File: src/rtl/start_token_srl_fifo_pkg.sv
// Shared constants and helpers for the start-token SRL FIFO.
// The occupancy counter is one bit wider than the SRL address so it can hold DEPTH (or DEPTH+1).
package start_token_srl_fifo_pkg;

    function automatic int occ_width(input int addr_width);
        return addr_width + 1;
    endfunction

endpackage

File: src/rtl/start_token_srl_fifo_shiftreg.sv
// Plain SRL storage: every write shifts all entries up by one and writes din into entry 0.
// No reset on the storage; the read port is a combinational mux on addr.
module start_token_srl_fifo_shiftreg #(
    parameter int DATA_WIDTH = 1,
    parameter int ADDR_WIDTH = 3,
    parameter int DEPTH      = 8
) (
    input  logic                  clk,
    input  logic                  we,
    input  logic [ADDR_WIDTH-1:0] addr,
    input  logic [DATA_WIDTH-1:0] din,
    output logic [DATA_WIDTH-1:0] dout
);

    logic [DATA_WIDTH-1:0] r_mem [DEPTH];

    always_ff @(posedge clk) begin
        if (we) begin
            for (int i = DEPTH - 1; i > 0; i--) begin
                r_mem[i] <= r_mem[i-1];
            end
            r_mem[0] <= din;
        end
    end

    assign dout = r_mem[addr];

endmodule

File: src/rtl/start_token_srl_fifo.sv
// Start-token / stream FIFO: pointer, occupancy and flag control around an SRL,
// with an optional registered output stage that adds one entry of capacity.
module start_token_srl_fifo
    import start_token_srl_fifo_pkg::*;
#(
    parameter int DATA_WIDTH = 1,
    parameter int ADDR_WIDTH = 3,
    parameter int DEPTH      = 8,
    parameter int OUT_REG    = 0
) (
    input  logic                    ap_clk,
    input  logic                    ap_rst_n,
    input  logic                    if_write,
    input  logic                    if_write_ce,
    input  logic [DATA_WIDTH-1:0]   if_din,
    output logic                    if_full_n,
    input  logic                    if_read,
    input  logic                    if_read_ce,
    output logic [DATA_WIDTH-1:0]   if_dout,
    output logic                    if_empty_n,
    output logic [ADDR_WIDTH:0]     if_num_data
);

    localparam int                    CNT_W    = occ_width(ADDR_WIDTH);
    localparam logic [CNT_W-1:0]      DEPTH_C  = CNT_W'(DEPTH);
    localparam logic [CNT_W-1:0]      CNT_ONE  = CNT_W'(1);
    localparam logic [ADDR_WIDTH-1:0] ADDR_ONE = ADDR_WIDTH'(1);

    if (DEPTH > (1 << ADDR_WIDTH) || DEPTH < 2) begin : g_bad_depth
        $error("start_token_srl_fifo: DEPTH must be in [2, 2**ADDR_WIDTH]");
    end

    logic                  w_push;
    logic                  w_pop;
    logic                  w_srl_push;
    logic                  w_srl_pop;
    logic [DATA_WIDTH-1:0] w_srl_dout;
    logic [CNT_W-1:0]      r_srl_cnt;
    logic [CNT_W-1:0]      w_srl_cnt_nxt;
    logic [CNT_W-1:0]      r_num_data;
    logic [CNT_W-1:0]      w_num_data_nxt;
    logic [ADDR_WIDTH-1:0] r_addr;
    logic [ADDR_WIDTH-1:0] w_addr_nxt;
    logic                  r_full_n;
    logic                  r_empty_n;
    logic                  w_empty_n_nxt;
    logic [DATA_WIDTH-1:0] r_oreg;

    // Handshake: a transfer happens on an edge only when request, clock-enable and the
    // registered flag (full_n for writes, empty_n for reads) are all high before that edge.
    always_comb begin
        w_push     = if_write & if_write_ce & r_full_n;
        w_pop      = if_read & if_read_ce & r_empty_n;
        w_srl_push = w_push;
        if (OUT_REG != 0) begin
            w_srl_pop = (r_srl_cnt != '0) && (!r_empty_n || w_pop);
        end else begin
            w_srl_pop = w_pop;
        end
    end

    // The oldest SRL entry sits at r_addr; pushes shift it up, so the pointer follows.
    always_comb begin
        w_srl_cnt_nxt = r_srl_cnt;
        w_addr_nxt    = r_addr;
        case ({w_srl_push, w_srl_pop})
            2'b10: begin
                w_srl_cnt_nxt = r_srl_cnt + CNT_ONE;
                w_addr_nxt    = (r_srl_cnt == '0) ? '0 : r_addr + ADDR_ONE;
            end
            2'b01: begin
                w_srl_cnt_nxt = r_srl_cnt - CNT_ONE;
                w_addr_nxt    = (r_srl_cnt == CNT_ONE) ? '0 : r_addr - ADDR_ONE;
            end
            default: begin
                w_srl_cnt_nxt = r_srl_cnt;
                w_addr_nxt    = r_addr;
            end
        endcase
    end

    always_comb begin
        w_num_data_nxt = r_num_data;
        case ({w_push, w_pop})
            2'b10:   w_num_data_nxt = r_num_data + CNT_ONE;
            2'b01:   w_num_data_nxt = r_num_data - CNT_ONE;
            default: w_num_data_nxt = r_num_data;
        endcase
    end

    // With the output stage, empty_n is the output-register valid bit.
    always_comb begin
        w_empty_n_nxt = r_empty_n;
        if (OUT_REG != 0) begin
            if (w_srl_pop) begin
                w_empty_n_nxt = 1'b1;
            end else if (w_pop) begin
                w_empty_n_nxt = 1'b0;
            end
        end else begin
            w_empty_n_nxt = (w_srl_cnt_nxt != '0);
        end
    end

    always_ff @(posedge ap_clk) begin
        if (!ap_rst_n) begin
            r_srl_cnt  <= '0;
            r_num_data <= '0;
            r_addr     <= '0;
            r_full_n   <= 1'b1;
            r_empty_n  <= 1'b0;
            r_oreg     <= '0;
        end else begin
            r_srl_cnt  <= w_srl_cnt_nxt;
            r_num_data <= w_num_data_nxt;
            r_addr     <= w_addr_nxt;
            r_full_n   <= (w_srl_cnt_nxt < DEPTH_C);
            r_empty_n  <= w_empty_n_nxt;
            if (OUT_REG != 0 && w_srl_pop) begin
                r_oreg <= w_srl_dout;
            end
        end
    end

    start_token_srl_fifo_shiftreg #(
        .DATA_WIDTH (DATA_WIDTH),
        .ADDR_WIDTH (ADDR_WIDTH),
        .DEPTH      (DEPTH)
    ) u_srl (
        .clk  (ap_clk),
        .we   (w_srl_push),
        .addr (r_addr),
        .din  (if_din),
        .dout (w_srl_dout)
    );

    assign if_full_n   = r_full_n;
    assign if_empty_n  = r_empty_n;
    assign if_num_data = r_num_data;
    assign if_dout     = (OUT_REG != 0) ? r_oreg : w_srl_dout;

endmodule

File: config.mk
export PLATFORM = sky130hd
export DESIGN_NAME = start_token_srl_fifo
export DESIGN_NICKNAME = d
export VERILOG_FILES = /design/src/rtl/start_token_srl_fifo_pkg.sv /design/src/rtl/start_token_srl_fifo_shiftreg.sv /design/src/rtl/start_token_srl_fifo.sv
export SDC_FILE = /design/constraint.sdc
export NUM_CORES = 1
export LEC_CHECK = 0
export ABC_AREA = 1
export ABC_CLOCK_PERIOD_IN_PS = 2450
export BUFFER_PORTS_ARGS = -buffer_cell sky130_fd_sc_hd__buf_2
export CORE_ASPECT_RATIO = 1.4
export CORE_UTILIZATION = 64
export CTS_BUF_LIST = sky130_fd_sc_hd__clkbuf_8
export DETAILED_ROUTE_END_ITERATION = 16
export GPL_TIMING_DRIVEN = 0
export PLACE_DENSITY = 0.91
export SLEW_MARGIN = 25
export SYNTH_ARGS = -nofsm -noshare
export SYNTH_HDL_FRONTEND = slang
export SYNTH_SLANG_ARGS = --single-unit
File: constraint.sdc
create_clock -name ap_clk -period 2.45 [get_ports ap_clk]
set_input_delay 0.49 -clock ap_clk [delete_from_list [all_inputs] [get_ports ap_clk]]
set_output_delay 0.49 -clock ap_clk [all_outputs]
set_load 0.02 [all_outputs]
==> summary.md, run 1 <==
| Metric | Value |
|---|---|
| First-iteration detailed-routing DRC count | `47` |
| Cells after Synth | `155` |
| TritonCTS clock tree | `done` |
| Post-Syn Nets | `between 150 and 200` |
| DIE AREA | `0.00217 mm2` |
| Mean number of vias per cell | `roughly 5.8` |
| HPWL Detailed | `~2000 um` |
| Synth cell count leaders | `nand2_1 (29), inv_1 (20), nand3_1 (17)` |
| Share of layout cells above drive strength 1 | `15.7%` |
| Slew HR | `77.0%` |
| DP Area | `about 0.0014 mm2` |
| Maximum VDD drop | `a little under 600 uV` |
| Layout fillers | `approximately 120` |
| Highest metal used | `met4` |
| ANT nets after route | `0` |
| Met2 Wirelength | `about 1400 um` |
| Synth Register Bits | `24` |
| Clk slew on worst S/H paths | `roughly 0.08 ns` |
| Ports | `14` |
| CTS root buffer | `clkbuf_8` |
| TNS Setup | `0 ns` |
| Util after Layout | `79.4%` |
| Synthesis-to-layout area growth | `12.7%` |
| Synth async-reset ratio | `0%` |
| CTS sink cnt | `24` |
| Met1 WL | `just under 1000 um` |
| Row cnt | `18` |
| Post-Synth Simple-Gate Area | `between 20% and 30%` |
| IO buf count | `13` |
| Clock buffer count from CTS | `3` |
| Count leader, synth | `nand2_1` |
| Die height | `approximately 55 um` |
| Gr usage total | `27.5%` |
| EDFF count, synth | `8` |
| Largest net degree at the start of global routing | `15` |
| Routed WL per cell | `around 13 um` |
| CP endpoint kind | `primary output` |
| Slew Viols, Final | `0` |
| Die W | `~40 um` |
| Final nets | `about 190` |
| Top post-synthesis cells by area | `dfxtp_1 (25%), edfxtp_1 (19%), ha_1 (9.9%)` |
| Critical Path Source Type | `flip-flop` |
| Mapped Area | `around 0.0013 mm2` |
| CP Class | `flip-flop to primary output` |
| Total chip power | `1.13 mW` |
| Pre-Repair DR Iteration Count | `4` |
| H-tree Lvls | `1` |
| Post-CTS Resized | `0` |
| Routed wire length | `2590 um` |
| Final worst setup slack | `0.588 ns` |
| Unrepaired setup endpoints after global routing | `no` |
| XOR/XNOR share of the synthesized area | `about 3.5%` |
| Outcome | `complete, no violations` |
| Initial antenna violation count | `0` |
| Clk_lat worst skew | `~0.27 ns` |
| First-pass GRT wire length | `between 4000 and 5000 um` |
| DR vias | `1,112` |
| Pleak | `~0.7 nW` |
| Drc violations | `0` |
| Total setup buffers inserted after CTS | `0` |
| CTS max path bufs | `2` |
| Starting density of the core | `a little over two thirds` |
| Multiplexer share of the synthesized area | `0%` |
| Multi-input logic area | `between 500 and 600 um2` |
| Worst-Margin Slew | `about 0.34 ns` |
| Top FF cell, synth | `dfxtp_1` |
| Seq/Total Area, Yosys | `around 44%` |
| Synthesized area per cell | `slightly above 8 um2` |
| Hold buffers post-CTS | `0` |
| Max-Cap Viols | `0` |
| Vias in the first global route | `1,069` |
| Clk_skew | `between 0.003 and 0.004 ns` |
| Unique masters post-synth | `21` |
| Final hold violations | `0` |
| Final Cycle Share | `between 70% and 80%` |
| Synth Area in Adders | `a little under an eighth` |
| Worst path arrival time | `1.37 ns` |
| Setup violations, final | `0` |
| Ys Warns | `0` |
| Fin area | `between 0.001 and 0.0015 mm2` |
| Largest family of logic cells by synthesized area | `simple AND/OR/NAND/NOR gates` |
| Seq. cell area | `around 560 um2` |
| Synth Area in Compound Gates | `under 10%` |
| CP required | `1.96 ns` |
| Diode count | `0` |
| Grt ovf | `0` |
| WL met3 | `150 um` |
| Core area | `~0.0018 mm2` |
| Critical path fanouts, max | `5` |
| Max Fclk | `about 540 MHz` |
| Hold Crit Class | `input pin to flip-flop` |
| Final worst path period need | `about 1.9 ns` |
| Cell taking the most area after synthesis | `dfxtp_1` |
| Pwr dens | `around 790 mW/mm2` |
| Place WS | `about 0.41 ns` |
| Synth top area share | `around 25%` |
| GP Congestion | `0.853` |
-- layer usage --
layer / global-route usage (%) / up-vias
met1: 27.3 / 514
met4: 17.8 / 0
li1: - / 531
met5: 0 / -
met3: 4.47 / 13
met2: 50.3 / 54
-- kinds of logic (layout without fill, tap and decap cells) --
logic type | count (synthesis) | count (layout)
buf+inv | 26 | 43
simple gates | 67 | 67
xor+xnor | 5 | 5
flops | 24 | 24
fa+ha+maj | 11 | 11
compound gates | 22 | 22
-- area by class of cell --
class / instances / area share, %
clock buffers: 3 / 2.89
repair buffers: 13 / 4.55
flip-flops and latches: 24 / 39.2
inverters: 23 / 6.21
clock inverters: 1 / 2.10
multi-input cells: 105 / 41.2
plain buffers: 3 / 2.10
well taps: 20 / 1.75
-- power breakdown --
group	leakage (nW)	switching (mW)	internal [mW]
clock network	0.0357	0.128	0.218
registers	0.206	0.0366	0.458
logic	0.447	0.181	0.107
-- critical path, cell delays in order, from the launching register on --
cell and delay [ns]:
dfxtp_1 0.39, nor2_1 0.06, nor2_1 0.10, o21ai_0 0.11
o21ai_0 0.09, inv_1 0.05, o21ai_0 0.12, buf_2 0.18
-- cell usage in the layout (no fill, tap or decap) --
cell / instances
nor2_1: 16
buf_4: 1
inv_1: 20
inv_2: 2
clkbuf_8: 3
fa_1: 1
nand3_1: 17
nor2_2: 3
buf_6: 2
a21oi_1: 8
nand4_1: 1
xnor2_1: 2
o21ai_2: 1
o21ai_1: 2
ha_1: 10
edfxtp_1: 8
nand2_1: 29
nand3b_1: 1
dfxtp_1: 16
inv_4: 1
buf_2: 13
bufinv_16: 1
o21ai_0: 11
xor2_1: 3
-- through the flow --
stage / instances / hold WS [ns]
floorplan: 155 / 0.421
global placement: 188 / 0.433
detailed placement: 188 / 0.429
CTS: 192 / 0.402
global route: 192 / 0.405
finish: 192 / 0.399
-- path summary, 6_finish.rpt --
| path | slack (ns) | start | to | cells past startpoint |
|---|---|---|---|---|
| setup / recovery | 0.59 | flip-flop | if_dout | 7 |
| hold / removal | 0.40 | if_din | u_srl.r_mem[0] | 1 |
| setup reg to reg | 0.65 | if_empty_n | if_num_data[2] | 9 |
| hold reg to reg | 0.45 | u_srl.r_mem[2] | u_srl.r_mem[3] | 0 |
Note: power is estimated with default switching activity, not from simulation.
==> run 2: changes to the inputs <==
- ABC_CLOCK_PERIOD_IN_PS: 2450 -> 1700
- CORE_UTILIZATION: 64 -> 54
- PLACE_DENSITY: 0.91 -> 0.82
- clock period: 2.45 -> 1.7 ns (I/O delays scaled with it)
==> run 2 against run 1 <==
Compared with the run above: via count down 1.7%; highest routed layer unchanged; final cell count is 2.1% higher; register-to-register slack worse by 0.54 ns.
==> summary.md, run 2 (synthesis gave the netlist of run 1 again) <==
| Metric | Value |
|---|---|
| Outcome | `complete, no violations` |
| Critical Path Source Type | `flip-flop` |
| Switching power | `0.521 mW (+51%)` |
| IO buf count | `13 (unchanged)` |
| Vias in the first global route | `1,079 (+0.94%)` |
| Total chip power | `1.68 mW (+49%)` |
| Hold Worst Slack | `0.241 ns (-0.158 ns)` |
| Place WS | `-0.189 ns (-0.595 ns)` |
| Non-filler cells, final | `196 (+2.1%)` |
| Initial antenna violation count | `0 (unchanged)` |
| Worst Reg-to-Reg Cells | `9 (unchanged)` |
| Util after Layout | `68.0% (-11 points)` |
| CP Class | `flip-flop to primary output` |
| Critical path fanouts, max | `5 (unchanged)` |
| Clock buffer count from CTS | `3 (unchanged)` |
| Row cnt | `20 (+2)` |
| Unrepaired setup endpoints after global routing | `no` |
| Hold path depth | `1 (unchanged)` |
| TritonCTS clock tree | `done` |
| Final nets | `193 (+1.0%)` |
| Maximum VDD drop | `610 uV (+2.7%)` |
| H-tree Lvls | `1 (unchanged)` |
| Clk slew on worst S/H paths | `0.08 ns (about the same)` |
| DP Area | `0.00136 mm2 (+0.28%)` |
| Setup violations, final | `0 (unchanged)` |
| Share of layout cells above drive strength 1 | `21.8% (+6.1 points)` |
| Sw frac | `31.0% (+0.47 points)` |
| GRT Max-Usage Layer | `met2` |
| Ports | `14 (unchanged)` |
| Starting density of the core | `57.6% (-13 points)` |
| HPWL Detailed | `1860 um (-5.2%)` |
| Commonest non-fill, non-tap cell in the layout | `nand2_1` |
| First-pass GRT wire length | `4300 um (+4.9%)` |
| CTS max path bufs | `2 (unchanged)` |
| Clock power share | `30.2% (-0.5 points)` |
| Clk_lat worst skew | `0.28 ns (about the same)` |
| Worst R2R End | `if_num_data[2]` |
| DR vias | `1,093 (-1.7%)` |
| Pwr dens | `1120 mW/mm2 (+42%)` |
| Gr usage total | `22.5% (-5.0 points)` |
| Final Cycle Share | `between 90% and 100%` |
| Mean number of vias per cell | `5.58 (-3.7%)` |
| Die height | `59.4 um (+8.5%)` |
| Comb pwr share | `27.0% (+1.5 points)` |
| Routed wire length | `2720 um (+4.9%)` |
| First-iteration detailed-routing DRC count | `77 (+64%)` |
| Hold wc startpoint | `if_din` |
| DIE AREA | `0.00255 mm2 (+18%)` |
| Worst R2R Setup Slack | `0.11 ns (-0.54 ns)` |
| Core area | `0.00220 mm2 (+22%)` |
| Drc violations | `0 (unchanged)` |
| Fin area | `0.00150 mm2 (+4.6%)` |
| Met1 Usage GRT | `22.5% (-4.8 points)` |
| Cell-internal power | `1.16 mW (+48%)` |
| Grt ovf | `0 (unchanged)` |
| Synthesis-to-layout area growth | `17.9%` |
| Number of instances in the placed design | `190 (+1.1%)` |
| Met2 usage | `42.4% (-7.8 points)` |
| Slew Viols, Final | `0 (unchanged)` |
| Worst Hold End | `u_srl.r_mem[0]` |
| Worst-Margin Slew | `0.341 ns (-0.00371 ns)` |
| Final hold violations | `0 (unchanged)` |
| Diode count | `0 (unchanged)` |
| R2r startpoint | `if_empty_n` |
| CP endpoint kind | `primary output` |
| Max Fclk | `620 MHz` |
| Routed WL per cell | `13.9 um (+2.8%)` |
| Hold buffers post-CTS | `0 (unchanged)` |
| Die W | `43.0 um (+8.4%)` |
| GP Congestion | `0.785 (-8.1%)` |
| Pre-Repair DR Iteration Count | `4 (unchanged)` |
| ANT nets after route | `0 (unchanged)` |
| Hold Crit Class | `input pin to flip-flop` |
| Slew HR | `77.2% (+0.25 points)` |
| Largest net degree at the start of global routing | `15 (unchanged)` |
| Final worst setup slack | `0.0859 ns (-0.503 ns)` |
| CTS root buffer | `clkbuf_8` |
| TNS Setup | `0 ns (unchanged)` |
| Worst path arrival time | `1.27 ns (-0.10 ns)` |
| Clk_skew | `0.00808 ns (+0.00435 ns)` |
| CP required | `1.36 ns (-0.60 ns)` |
| Pleak | `0.701 nW (+1.8%)` |
| Reg power frac | `42.8% (-1.0 points)` |
| M3 GR Usage | `3.66% (-0.81 points)` |
| CTS sink cnt | `24 (unchanged)` |
| Most frequent cells in the layout | `nand2_1 (29), inv_1 (19), nor2_1 (15), nand3_1 (15), dfxtp_1 (14)` |
| Final worst path period need | `between 1.5 and 2 ns` |
| Max-Cap Viols | `0 (unchanged)` |
## run 2: changes by cell type in the layout (fill, tap and decap cells not counted), moves of 2 or more
| cell | previous run | this run |
|---|---|---|
| buf_4 | 1 | 4 |
| o21ai_0 | 11 | 8 |
| o21ai_1 | 2 | 5 |
| dfxtp_1 | 16 | 14 |
| dfxtp_2 | 0 | 2 |
| ha_1 | 10 | 8 |
| ha_4 | 0 | 2 |
| nand3_1 | 17 | 15 |
| nand3_2 | 0 | 2 |
## run 2: how the worst max path moves through the flow
stage	end	slack, ns
3_3_place_gp	if_num_data[2]	-0.14
6_report	if_dout	0.09
5_1_grt	if_dout	0.004
4_1_cts	if_num_data[2]	0.02
2_1_floorplan	if_num_data[2]	0.02
3_5_place_dp	if_num_data[2]	-0.19
## run 2: cell type report
| class | instances | area (um2) |
|---|---|---|
| Clock inverter | 1 | 30.0 |
| Tap cell | 22 | 27.5 |
| Clock buffer | 3 | 41.3 |
| Timing Repair Buffer | 15 | 82.6 |
| Fill cell | 165 | 706 |
| Sequential cell | 24 | 563 |
| Multi-Input combinational cell | 105 | 629 |
| Buffer | 3 | 33.8 |
| Inverter | 23 | 88.8 |
## run 2: repair_timing
item	in CTS	in global routing
buffers inserted	0	2
setup endpoints to repair	2	4
resized for setup	6	8
## run 2: routing by layer
| metal | vias to the layer above | part of all wire, % |
|---|---|---|
| met5 | - | 0 |
| met4 | 0 | 3.1 |
| li1 | 534 | - |
| met1 | 509 | 38 |
| met3 | 9 | 3.6 |
| met2 | 41 | 55 |
## run 2: worst max-delay path, stage by stage, from the launching register on
cell	delay [ns]
dfxtp_2	0.37
nor2_2	0.04
nor2_1	0.09
o21ai_0	0.08
o21ai_1	0.10
inv_1	0.05
o21ai_1	0.11
buf_4	0.15
## run 2: power by group through the flow
| stage | Clock [mW] | Combinational [mW] | Sequential, mW |
|---|---|---|---|
| floorplan | 0 | 0.276 | 0.745 |
| global placement | 0 | 0.384 | 0.721 |
| detailed placement | 0 | 0.405 | 0.725 |
| CTS | 0.505 | 0.419 | 0.713 |
| global route | 0.528 | 0.497 | 0.727 |
| finish | 0.507 | 0.453 | 0.719 |
==> run 3: changes to the inputs <==
- GPL_TIMING_DRIVEN: 0 -> not set
==> run 3 against run 2 <==
Compared with the run above: worst setup slack got worse by 0.028 ns; first-iteration DRC count down 56%; critical path type unchanged; critical path depth unchanged; largest power group unchanged; fmax is 1.7% lower; combinational power barely moved; hold slack improved by 0.027 ns; critical endpoint unchanged.
==> summary.md, run 3 (synthesis gave the netlist of run 1 again) <==
| Metric | Value |
|---|---|
| R2r startpoint | `if_empty_n` |
| Largest net degree at the start of global routing | `14 (-1)` |
| Slew HR | `81.2% (+4.0 points)` |
| Setup violations, final | `0 (unchanged)` |
| Final Cycle Share | `96.6% (+1.7 points)` |
| Clk slew on worst S/H paths | `0.08 ns (about the same)` |
| Vias in the first global route | `1,069 (-0.93%)` |
| Initial antenna violation count | `0 (unchanged)` |
| Cell-internal power | `1.01 mW (-13%)` |
| DP Area | `0.00139 mm2 (+1.7%)` |
| First-pass GRT wire length | `4200 um (-2.4%)` |
| Max Fclk | `609 MHz (-1.7%)` |
| Maximum VDD drop | `725 uV (+19%)` |
| DIE AREA | `0.00255 mm2 (unchanged)` |
| Layout fillers | `191 (+16%)` |
| Clock buffer count from CTS | `3 (unchanged)` |
| Gr usage total | `21.5% (-0.98 points)` |
| Comb pwr share | `30.1% (+3.1 points)` |
| Switching power | `0.488 mW (-6.4%)` |
| Worst Hold End | `u_srl.r_mem[0]` |
| Hold Worst Slack | `0.268 ns (+0.0268 ns)` |
| Final hold violations | `0 (unchanged)` |
| Seq. cell area | `564 um2 (+0.22%)` |
| Critical Path Source Type | `flip-flop` |
| TritonCTS clock tree | `done` |
| Routed wire length | `2650 um (-2.7%)` |
| Fin area | `0.00147 mm2 (-1.8%)` |
| H-tree Lvls | `1 (unchanged)` |
| First-iteration detailed-routing DRC count | `34 (-56%)` |
| Max-Cap Viols | `0 (unchanged)` |
| Sw frac | `32.6% (+1.6 points)` |
| Final worst path period need | `1.64 ns (+0.0284 ns)` |
| Diode count | `0 (unchanged)` |
| Worst-Margin Slew | `0.281 ns (-0.0597 ns)` |
| Synthesis-to-layout area growth | `15.9%` |
| Worst Reg-to-Reg Cells | `8 (-1)` |
| IO buf count | `13 (unchanged)` |
| Core area | `0.00220 mm2 (unchanged)` |
| Outcome | `complete, no violations` |
| Die W | `43.0 um (unchanged)` |
| HPWL Detailed | `1920 um (+3.2%)` |
| Critical path fanouts, max | `2 (-3)` |
| Pwr dens | `1020 mW/mm2 (-9.4%)` |
| Worst path arrival time | `1.30 ns (+0.03 ns)` |
| Commonest non-fill, non-tap cell in the layout | `nand2_1` |
| Most frequent cells in the layout | `nand2_1 (29), inv_1 (20), nand3_1 (16), nor2_1 (16)` |
| ANT nets after route | `0 (unchanged)` |
| Mean number of vias per cell | `5.40 (-3.1%)` |
| DR vias | `1,075 (-1.6%)` |
| Hold Crit Class | `input pin to flip-flop` |
| CP required | `1.36 ns (about the same)` |
| Worst R2R Setup Slack | `0.11 ns (about the same)` |
| Final worst setup slack | `0.0574 ns (-0.0284 ns)` |
| Pleak | `0.699 nW (-0.28%)` |
| Hold path depth | `1 (unchanged)` |
| Place WS | `-0.102 ns (+0.0868 ns)` |
| Share of layout cells above drive strength 1 | `20.9% (-0.94 points)` |
| CP endpoint kind | `primary output` |
| Multi-input logic area | `619 um2 (-1.6%)` |
| Reg power frac | `48.1% (+5.3 points)` |
| CTS sink cnt | `24 (unchanged)` |
| Pre-Repair DR Iteration Count | `4 (unchanged)` |
| Worst R2R End | `if_num_data[2]` |
| CTS root buffer | `clkbuf_8` |
| Drc violations | `0 (unchanged)` |
| Starting density of the core | `57.6% (unchanged)` |
| Clock power share | `21.8% (-8.4 points)` |
| Final nets | `196 (+1.6%)` |
| CTS max path bufs | `2 (unchanged)` |
| Ports | `14 (unchanged)` |
| CP Class | `flip-flop to primary output` |
| Clk_lat worst skew | `0.26 ns (-0.02 ns)` |
| Die height | `59.4 um (unchanged)` |
| Routed WL per cell | `13.3 um (-4.2%)` |
| Row cnt | `20 (unchanged)` |
| Grt ovf | `0 (unchanged)` |
| Total chip power | `1.49 mW (-11%)` |
| Slew Viols, Final | `0 (unchanged)` |
| Clk_skew | `0.00149 ns (-0.00659 ns)` |
| Hold wc startpoint | `if_din` |
| GP Congestion | `0.805 (+2.5%)` |
-- run 3: cell count changes in the layout (fill, tap and decap cells not counted), sizes merged --
cell,before,now
bufinv,1,0
buf,18,21
clkinv,0,1
-- run 3: cell type report --
cell class | count | share of cell area, %
multi-input combinational | 105 | 42.1
sequential | 24 | 38.4
clock inverter | 1 | 0.255
inverter | 23 | 6.04
clock buffer | 3 | 2.81
tap | 22 | 1.87
timing repair buffer | 21 | 8.51
-- run 3: repair_timing --
action	4_1_cts	5_1_grt
setup buffers	0	1
pin swaps	0	1
endpoints found under the setup margin	1	3
hold buffers	0	0
resized for setup	1	7
-- run 3: worst max-delay path by stage --
stage,start,endpoint,slack (ns),depth (start not counted)
3_3_place_gp,if_read,if_num_data[3],-0.04,12
5_1_grt,u_srl.r_mem[0],if_dout,-0.04,7
6_report,u_srl.r_mem[0],if_dout,0.06,7
4_1_cts,flip-flop,if_dout,0.002,7
2_1_floorplan,if_empty_n,if_num_data[2],0.02,9
3_5_place_dp,if_read,if_num_data[3],-0.10,12
-- run 3: per-layer routing --
layer / global-route usage (%) / part of all wire, % / up-vias
li1: - / - / 544
met5: 0 / 0 / -
met4: 11.7 / 2.1 / 0
met2: 40.3 / 56 / 16
met1: 22.0 / 40 / 508
met3: 4.27 / 2.2 / 7
-- run 3: power groups by stage --
stage / Sequential, mW / Clock (mW) / Combinational (mW)
3_3_place_gp: 0.722 / 0 / 0.395
3_5_place_dp: 0.727 / 0 / 0.416
4_1_cts: 0.714 / 0.330 / 0.425
5_1_grt: 0.727 / 0.351 / 0.507
6_report: 0.719 / 0.325 / 0.450
2_1_floorplan: 0.745 / 0 / 0.276
-- run 3: worst max-delay path, cell delays in order, from the launching register on --
cell and delay [ns]:
edfxtp_1 0.37, nor2_1 0.05, nor2_1 0.08, o21ai_0 0.09, o21ai_1 0.10, inv_1 0.06
o21ai_1 0.11, buf_2 0.17
-- run 3: through the flow --
step / TNS (ns) / cells / utilization (%)
floorplan: 0 / 155 / -
global route: -0.0667 / 199 / 66.8
CTS: 0 / 198 / 64.9
finish: 0 / 199 / 66.8
global placement: -0.0639 / 194 / 62.9
detailed placement: -0.133 / 194 / 62.9
